--- src/rtl/fifo_pkg.sv ---
// Shared types and pointer helpers for the single-clock pre-fill FIFO.
// Pointers are passed zero-extended to 32 bits so one helper serves every depth.
package fifo_pkg;

    typedef enum logic [1:0] {
        FILL   = 2'd0,
        STREAM = 2'd1,
        DRAIN  = 2'd2
    } fifo_state_e;

    function automatic logic ptr_empty(input logic [31:0] wr_ptr, input logic [31:0] rd_ptr);
        return (wr_ptr == rd_ptr);
    endfunction

    // Full: index bits match while the wrap bits differ.
    function automatic logic ptr_full(input logic [31:0] wr_ptr, input logic [31:0] rd_ptr,
                                      input int addr_width);
        logic [31:0] diff;
        logic [31:0] idx_mask;
        diff     = wr_ptr ^ rd_ptr;
        idx_mask = (32'd1 << addr_width) - 32'd1;
        return ((diff & idx_mask) == 32'd0) && (diff[addr_width] == 1'b1);
    endfunction

    function automatic logic [31:0] ptr_count(input logic [31:0] wr_ptr, input logic [31:0] rd_ptr,
                                              input int addr_width);
        return (wr_ptr - rd_ptr) & ((32'd1 << (addr_width + 1)) - 32'd1);
    endfunction

endpackage

--- src/rtl/fifo_ram_1r1w.sv ---
// DEPTH x DATA_WIDTH register array: synchronous write port, asynchronous read port.
module fifo_ram_1r1w #(
    parameter int DATA_WIDTH = 8,
    parameter int DEPTH      = 16,
    parameter int ADDR_WIDTH = $clog2(DEPTH)
) (
    input  logic                  clk_i,
    input  logic                  we_i,
    input  logic [ADDR_WIDTH-1:0] waddr_i,
    input  logic [DATA_WIDTH-1:0] wdata_i,
    input  logic [ADDR_WIDTH-1:0] raddr_i,
    output logic [DATA_WIDTH-1:0] rdata_o
);

    logic [DATA_WIDTH-1:0] mem_q [DEPTH];

    // Storage write; contents are intentionally left unreset.
    always_ff @(posedge clk_i) begin
        if (we_i) begin
            mem_q[waddr_i] <= wdata_i;
        end
    end

    assign rdata_o = mem_q[raddr_i];

endmodule

--- src/rtl/sync_prefill_fifo.sv ---
// Single-clock FIFO whose consumer side is gated until a programmable fill level
// is reached, with a drain mode, occupancy reporting and sticky error flags.
module sync_prefill_fifo
    import fifo_pkg::*;
#(
    parameter int DATA_WIDTH     = 8,
    parameter int FIFO_DEPTH     = 16,
    parameter int ADDR_WIDTH     = $clog2(FIFO_DEPTH),
    parameter int PRE_FILL_LEVEL = FIFO_DEPTH / 2,
    parameter int AFULL_LEVEL    = FIFO_DEPTH - 2,
    parameter int REARM          = 1
) (
    input  logic                  clk,
    input  logic                  rst,
    input  logic                  in_valid,
    input  logic [DATA_WIDTH-1:0] in_data,
    output logic                  in_ready,
    output logic                  out_valid,
    output logic [DATA_WIDTH-1:0] out_data,
    input  logic                  out_ready,
    input  logic [ADDR_WIDTH:0]   prefill_level,
    input  logic                  cfg_load,
    input  logic                  drain,
    input  logic                  flush,
    output logic [ADDR_WIDTH:0]   count,
    output logic                  full,
    output logic                  empty,
    output logic                  almost_full,
    output logic                  prefill_done,
    output logic                  overflow,
    output logic                  underflow
);

    localparam int PTR_W = ADDR_WIDTH + 1;

    logic [PTR_W-1:0] wr_ptr_q, wr_ptr_d;
    logic [PTR_W-1:0] rd_ptr_q, rd_ptr_d;
    logic [PTR_W-1:0] thr_q, thr_d;
    logic             ovf_q, ovf_d;
    logic             udf_q, udf_d;
    fifo_state_e      state_q, state_d;

    logic [PTR_W-1:0] count_s;
    logic             full_s;
    logic             empty_s;
    logic             push_s;
    logic             pop_s;
    logic             in_ready_s;
    logic             out_valid_s;
    logic             prefill_done_s;

    assign count_s = PTR_W'(ptr_count(32'(wr_ptr_q), 32'(rd_ptr_q), ADDR_WIDTH));
    assign full_s  = ptr_full(32'(wr_ptr_q), 32'(rd_ptr_q), ADDR_WIDTH);
    assign empty_s = ptr_empty(32'(wr_ptr_q), 32'(rd_ptr_q));
    assign push_s  = in_valid & in_ready_s;
    assign pop_s   = out_valid_s & out_ready;

    // State register.
    always_ff @(posedge clk or posedge rst) begin
        if (rst) begin
            state_q <= FILL;
        end else begin
            state_q <= state_d;
        end
    end

    // Next-state logic; flush overrides every other request.
    always_comb begin
        state_d = state_q;
        if (flush) begin
            state_d = FILL;
        end else begin
            case (state_q)
                FILL: begin
                    if (drain) begin
                        state_d = DRAIN;
                    end else if (count_s >= thr_q) begin
                        state_d = STREAM;
                    end else begin
                        state_d = FILL;
                    end
                end
                STREAM: begin
                    if (drain) begin
                        state_d = DRAIN;
                    end else if ((REARM != 0) && pop_s && !push_s && (count_s == PTR_W'(1))) begin
                        state_d = FILL;
                    end else begin
                        state_d = STREAM;
                    end
                end
                DRAIN: begin
                    if (empty_s) begin
                        state_d = FILL;
                    end else begin
                        state_d = DRAIN;
                    end
                end
                default: state_d = FILL;
            endcase
        end
    end

    // Handshake outputs decoded from state and registered occupancy only.
    always_comb begin
        out_valid_s    = 1'b0;
        in_ready_s     = 1'b0;
        prefill_done_s = 1'b0;
        case (state_q)
            FILL: begin
                in_ready_s = !full_s;
            end
            STREAM: begin
                out_valid_s    = !empty_s;
                in_ready_s     = !full_s;
                prefill_done_s = 1'b1;
            end
            DRAIN: begin
                out_valid_s    = !empty_s;
                prefill_done_s = 1'b1;
            end
            default: begin
                out_valid_s    = 1'b0;
                in_ready_s     = 1'b0;
                prefill_done_s = 1'b0;
            end
        endcase
    end

    // Pointer, threshold and sticky-flag next values.
    always_comb begin
        wr_ptr_d = wr_ptr_q;
        rd_ptr_d = rd_ptr_q;
        thr_d    = thr_q;
        ovf_d    = ovf_q;
        udf_d    = udf_q;
        if (flush) begin
            wr_ptr_d = {PTR_W{1'b0}};
            rd_ptr_d = {PTR_W{1'b0}};
            ovf_d    = 1'b0;
            udf_d    = 1'b0;
        end else begin
            if (push_s) begin
                wr_ptr_d = wr_ptr_q + PTR_W'(1);
            end else begin
                wr_ptr_d = wr_ptr_q;
            end
            if (pop_s) begin
                rd_ptr_d = rd_ptr_q + PTR_W'(1);
            end else begin
                rd_ptr_d = rd_ptr_q;
            end
            if (cfg_load) begin
                if (prefill_level > PTR_W'(FIFO_DEPTH)) begin
                    thr_d = PTR_W'(FIFO_DEPTH);
                end else begin
                    thr_d = prefill_level;
                end
            end else begin
                thr_d = thr_q;
            end
            if (in_valid && (full_s || (state_q == DRAIN))) begin
                ovf_d = 1'b1;
            end else begin
                ovf_d = ovf_q;
            end
            if (out_ready && !out_valid_s && (state_q == STREAM)) begin
                udf_d = 1'b1;
            end else begin
                udf_d = udf_q;
            end
        end
    end

    // Datapath registers.
    always_ff @(posedge clk or posedge rst) begin
        if (rst) begin
            wr_ptr_q <= {PTR_W{1'b0}};
            rd_ptr_q <= {PTR_W{1'b0}};
            thr_q    <= PTR_W'(PRE_FILL_LEVEL);
            ovf_q    <= 1'b0;
            udf_q    <= 1'b0;
        end else begin
            wr_ptr_q <= wr_ptr_d;
            rd_ptr_q <= rd_ptr_d;
            thr_q    <= thr_d;
            ovf_q    <= ovf_d;
            udf_q    <= udf_d;
        end
    end

    fifo_ram_1r1w #(
        .DATA_WIDTH (DATA_WIDTH),
        .DEPTH      (FIFO_DEPTH),
        .ADDR_WIDTH (ADDR_WIDTH)
    ) u_ram (
        .clk_i   (clk),
        .we_i    (push_s & ~flush),
        .waddr_i (wr_ptr_q[ADDR_WIDTH-1:0]),
        .wdata_i (in_data),
        .raddr_i (rd_ptr_q[ADDR_WIDTH-1:0]),
        .rdata_o (out_data)
    );

    assign in_ready     = in_ready_s;
    assign out_valid    = out_valid_s;
    assign count        = count_s;
    assign full         = full_s;
    assign empty        = empty_s;
    assign almost_full  = (count_s >= PTR_W'(AFULL_LEVEL));
    assign prefill_done = prefill_done_s;
    assign overflow     = ovf_q;
    assign underflow    = udf_q;

endmodule

--- config.mk ---
export PLATFORM = sky130hd
export DESIGN_NAME = sync_prefill_fifo
export DESIGN_NICKNAME = d
export VERILOG_FILES = /design/src/rtl/fifo_pkg.sv /design/src/rtl/fifo_ram_1r1w.sv /design/src/rtl/sync_prefill_fifo.sv
export SDC_FILE = /design/constraint.sdc
export NUM_CORES = 1
export LEC_CHECK = 0
export CAP_MARGIN = 10
export CORE_MARGIN = 2
export CORE_UTILIZATION = 55
export CTS_CLUSTER_SIZE = 28
export DETAILED_ROUTE_END_ITERATION = 6
export PLACE_DENSITY = 0.85
export SETUP_SLACK_MARGIN = 0.5
export SYNTH_ARGS = -nofsm -noshare
export SYNTH_HDL_FRONTEND = slang
export SYNTH_SLANG_ARGS = --single-unit
export TNS_END_PERCENT = 1
--- constraint.sdc ---
create_clock -name clk -period 4.35 [get_ports clk]
set_input_delay 0.6525 -clock clk [delete_from_list [all_inputs] [get_ports clk]]
set_output_delay 0.6525 -clock clk [all_outputs]
set_load 0.05 [all_outputs]
* Word level (Yosys, flattened, before mapping) *
Memory sizes are Yosys's and may differ from the RTL's.
Cells that the tools add are included.
W data, S select, Z words.

storage, ports and cells
  register bits after elaboration = 19
  output and inout bits = 21
  bits in latches = 0
  memories = 1
  ROM bits = 0
  logic and storage cells = 63
  RAM bits = 128

memories
  memory       depth  bits a word  rd ports  clocked after memory_dff  wr ports  RTL line             text
  u_ram.mem_q  16     8            1         0                         1         fifo_ram_1r1w.sv:15  logic [DATA_WIDTH-1:0] mem_q [DEPTH];

cells by class
  shift operators = 0
  bitwise gates (word level) = 5
  reduce and logical (&&, ||, !) cells = 20
  muxes and demuxes = 21
  multipliers = 0
  equality and inequality tests = 4
  div/mod/pow operators = 0
  add/sub/neg operators = 3
  magnitude comparators = 3

operators with widths
  kind                   number
  $logic_not A32 Y1      1
  $mux W5                5
  $mux W1                11
  $add A5 B1 Y5 const B  2
  $mux W2                4
  $reduce_bool A2 Y1     4
  $logic_and A1 B1 Y1    6
  $pmux W2 S3            1
  $eq A5 B1 Y1 const B   1
  $eq A5 B5 Y1           1
  $ge A5 B4 Y1 const B   1
  $ge A5 B5 Y1           1
  $gt A5 B5 Y1 const B   1
  $sub A5 B5 Y5          1
  $xor A5 B5 Y5          1
  $logic_not A1 Y1       4
  $reduce_or A2 Y1       2
  $and A1 B1 Y1          3
  $eq A2 B1 Y1 const B   1
  $eq A2 B2 Y1 const B   1
  $logic_not A2 Y1       1
  $reduce_and A2 Y1      1
  $logic_or A1 B1 Y1     1
  $not A1 Y1             1

* Longest topological paths before layout *
  word-level depth = 13
  gate-level depth with buffers = 11

* By module *
From an unflattened synthesis, not the netlist that was laid out.

unflattened totals
  cell total of the unflattened synthesis = 351
  area, all modules = 6,216.0 sq um

modules (own cells, without submodules)
  module             area each (sq um)  times used  seq. area each (sq um)  cells each
  fifo_ram_1r1w      4,987.3            1           3,843.7                 221
  sync_prefill_fifo  1,228.7            1           476.7                   130

* Worst setup path after synthesis *
Ideal clock, no wire load.

  kind = register to output
  start = register rd_ptr_q[1]
  end = output port almost_full
  arrival time = 3.563 ns
  cell stages (with the launch flop) = 8
  required time = 3.697 ns
  slack = 0.134 ns
  path buffers = 2
  cell sequence = dfrtp_1 clkbuf_1 clkbuf_1 inv_1 fa_1 xor2_1 nand2_1 o21ai_0

on the way
  word-level cells in the longest chain between the ends = 2

RTL lines
  element                 RTL line                  text
  start, declared         sync_prefill_fifo.sv:37   logic [PTR_W-1:0] rd_ptr_q, rd_ptr_d;
  start signal, assigned  sync_prefill_fifo.sv:179  rd_ptr_q <= {PTR_W{1'b0}};
  start signal, assigned  sync_prefill_fifo.sv:185  rd_ptr_q <= rd_ptr_d;
  $sub A5 B5 Y5           fifo_pkg.sv:27            return (wr_ptr - rd_ptr) & ((32'd1 << (addr_width + 1)) - 32'd1);
  named net count[2]      sync_prefill_fifo.sv:25   output logic [ADDR_WIDTH:0] count,
  $ge A5 B4 Y1            sync_prefill_fifo.sv:210  assign almost_full = (count_s >= PTR_W'(AFULL_LEVEL));
  end, declared           sync_prefill_fifo.sv:28   output logic almost_full,

The timed path passes the listed nets, and every way through them passes these cells.

* Worst setup path after layout *
  start = register rd_ptr_q[0]
  end = output port out_data[4]

on the way
  word-level cells in the longest chain between the ends = 1

RTL lines
  element         RTL line                 text
  $mem_v2 Z16 W8  -
  end, declared   sync_prefill_fifo.sv:19  output logic [DATA_WIDTH-1:0] out_data,

No other way between the ends.

==> out/qor.yml <==
power:
  irDropWorstVdd_mv: 0.363
  power.leakage_uw: 0.00261
  powerDensity_nw_per_um2: 464
  power.total_uw: 3470
setup_path:
  crit_fanout: 21
  arrival_ps: 3080
  critPathCaptureType: "output pin"
  worstSetupPathType: "reg -> out"
  r2r_slack_ps: 1070
  crit_required_ps: 3700
  worstSetupStartpointType: "register"
timing:
  drv_slew: 0
  min_period_ps: 3730
  max_freq_ghz: 0.268
  tightest_slew_ps: 848
  timing.hold.ws_ps: 494
  finalHoldViolCount: 0
  setup_viol_count_final: 0
  setup_tns_ps: 0
  finClkSkew_ps: 12.6
  post-route-period-util_pct: 85.7
  rsz0062_at_grt: "false"
  relSlewSlack_pct: 43.2
logic_synthesis:
  yosys_register_bits: 147
  yosysWarnings: 0
  synth_top_area_cell: "edfxtp_1"
  synthesis.area_sq_um: 6290
  syn_inst: 338
  synth-seq-area-share_pct: 68.6
  syn_avg_cell_area_sq_um: 18.6
  synth_fp_nets: 375
  synth_top_cell_area_share_pct: 61.1
  ys_types: 37
  synth_area_leaders: "edfxtp_1 (61%), mux4_1 (13%), dfrtp_1 (7.2%), mux4_2 (3.6%), ha_1 (3.2%)"
final_layout:
  multi_input_area_sq_um: 1830
  fill_cells: 680
  drive_gt1_share_pct: 13.5
  n_antenna_cell: 0
  fin_nets: 430
  area_growth_pct: 18.7
  regArea_sq_um: 4320
  fin_area_sq_um: 7470
clock_network:
  cts_buffers: 17
  htreeDepth: 4
  clk_latency_ps: 430
  cts_tree: "yes"
  post-cts-setup-buffer-count: 0
  cts_sinks: 147
  clk_path_buf_depth: 2
  ctsHoldBuffers: 0
  cts-root-buf: "clkbuf_16"
  path_clk_slew_ps: 60
die:
  num_rows: 39
  die_x_um: 111
  die_area_sq_um: 12300
  io_pins: 41
  start_util_pct: 55.8
  die_h_um: 111
  core_sq_um: 11300
global_route:
  grt_pass1_vias: 3391
  antenna_found_initial: 0
  grt.total_usage_pct: 21.8
  globalRouteOverflowTotal: 0
  grt_max_degree: 36
  grt_pass1_wl_mm: 19.5
routing:
  via_per_inst: 6.08
  wire_per_inst_um: 22.5
  remaining_drc_errors: 0
  drtIter0Drc: 330
  first_pass_iters: 7
  wl_mm: 12.3
  via_count: 3340
  ant_nets: 0
place:
  place_hpwl_mm: 7.70
  port_buffers: 40
  place_congestion: 0.767
  dpl_cell_area_sq_um: 6880
job:
  cap_violations: 0
run_status:
  status: "finished, final reports clean"
worst_hold_path:
  min_path_type: "reg -> reg"
registers in the layout, summed over array words and instances, names as in the netlist:
signal,cells
u_ram.mem_q,128
wr_ptr_q,5
state_q,2
thr_q,5
overflow,1
underflow,1
rd_ptr_q,5
synthesized netlist by cell type, drive strengths merged:
| master | n |
|---|---|
| and4 | 1 |
| buf | 6 |
| nor2 | 27 |
| nand2b | 9 |
| mux2 | 1 |
| fa | 1 |
| and3 | 1 |
| dfrtp | 18 |
| a32o | 1 |
| xor2 | 5 |
| edfxtp | 128 |
| or3 | 1 |
| nand2 | 16 |
| a211oi | 1 |
| a21oi | 6 |
| a21o | 2 |
| nand4 | 4 |
| ha | 16 |
| nor2b | 1 |
| inv | 17 |
| a31oi | 1 |
| clkbuf | 8 |
| xnor2 | 6 |
| o21ai | 10 |
| mux4 | 40 |
| maj3 | 1 |
| mux2i | 2 |
| nor3 | 6 |
| nor4 | 1 |
| dfstp | 1 |
critical path, cell delays in order (launching register included):
cell             delay (ps)
dfrtp_4                 610
buf_12                  230
mux4_1                  580
mux4_2                  470
clkdlybuf4s50_1         750
repair_timing:
action	4_1_cts	5_1_grt
pin swaps	0	0
endpoints found under the setup margin	2	1
cloned	0	0
hold endpoints to repair	0	0
gates resized for setup	2	1
metrics by stage:
stage          std cells  setup WS [ps]  util (%)
3_3_place_gp         517            870      61.0
3_5_place_dp         517            837      61.0
4_1_cts              549            477      66.3
6_report             549            622      66.3
5_1_grt              549            496      66.3
2_1_floorplan        338            785         -
area by class of cell:
cell class              count  share of cell area [%]
clock buffers              20                    5.84
well taps                 143                    2.39
inverters                  17                   0.854
clock inverters            12                    2.04
repair buffers             50                    6.55
flip-flops and latches    147                    57.9
multi-input cells         160                    24.4
path summary, 6_finish.rpt:
check	startpoint	end	cells past startpoint
worst min register to register	thr_q[2]	thr_q[2]	2
min in group asynchronous	rst	rd_ptr_q[0]	2
worst max-delay path	rd_ptr_q[0]	out_data[4]	4
worst min-delay path	thr_q[2]	thr_q[2]	2
worst max register to register	rd_ptr_q[3]	u_ram.mem_q[10][7]	7
max in group asynchronous	rst	rd_ptr_q[0]	2
metal layers:
metal	vias to the layer above	GRT usage (%)	part of all wire, %
li1	1449	-	-
met2	157	34.2	50
met4	0	10.1	2.4
met3	25	5.69	7.6
met1	1709	29.0	40
met5	-	0	0
report_power, final:
part | switching [uW] | total, uW | internal (uW) | leakage [uW]
logic | 254 | 422 | 168 | 0.000915
clock network | 555 | 1460 | 904 | 0.000286
registers | 22.5 | 1580 | 1560 | 0.00140
placed cells by master, fill, tap and decap left out, types with 2 or more instances in the layout:
master	n
buf_4	9
nand2b_1	9
clkbuf_16	17
xnor2_1	5
nand2_1	16
nor3_1	6
inv_1	16
mux2i_1	2
mux4_2	10
edfxtp_1	128
inv_6	3
clkinv_2	2
nand4_1	4
clkdlybuf4s50_1	38
a21o_1	2
bufinv_16	3
nor2_1	26
o21ai_0	9
clkinv_1	2
xor2_1	4
ha_1	16
mux4_1	30
clkbuf_1	3
a21oi_1	6
dfrtp_1	17
cells by family (layout without fill, tap and decap cells):
| group | count (synthesis) | after routing | share of synthesized area, % |
|---|---|---|---|
| compound gates | 21 | 21 | 1.89 |
| xor+xnor | 11 | 11 | 1.65 |
| fa+ha+maj | 18 | 18 | 3.66 |
| buf+inv | 31 | 99 | 2.46 |
| flops | 147 | 147 | 68.6 |
| mux | 43 | 43 | 16.6 |
| simple gates | 67 | 67 | 5.11 |
Power figures use the tool's default switching activity.
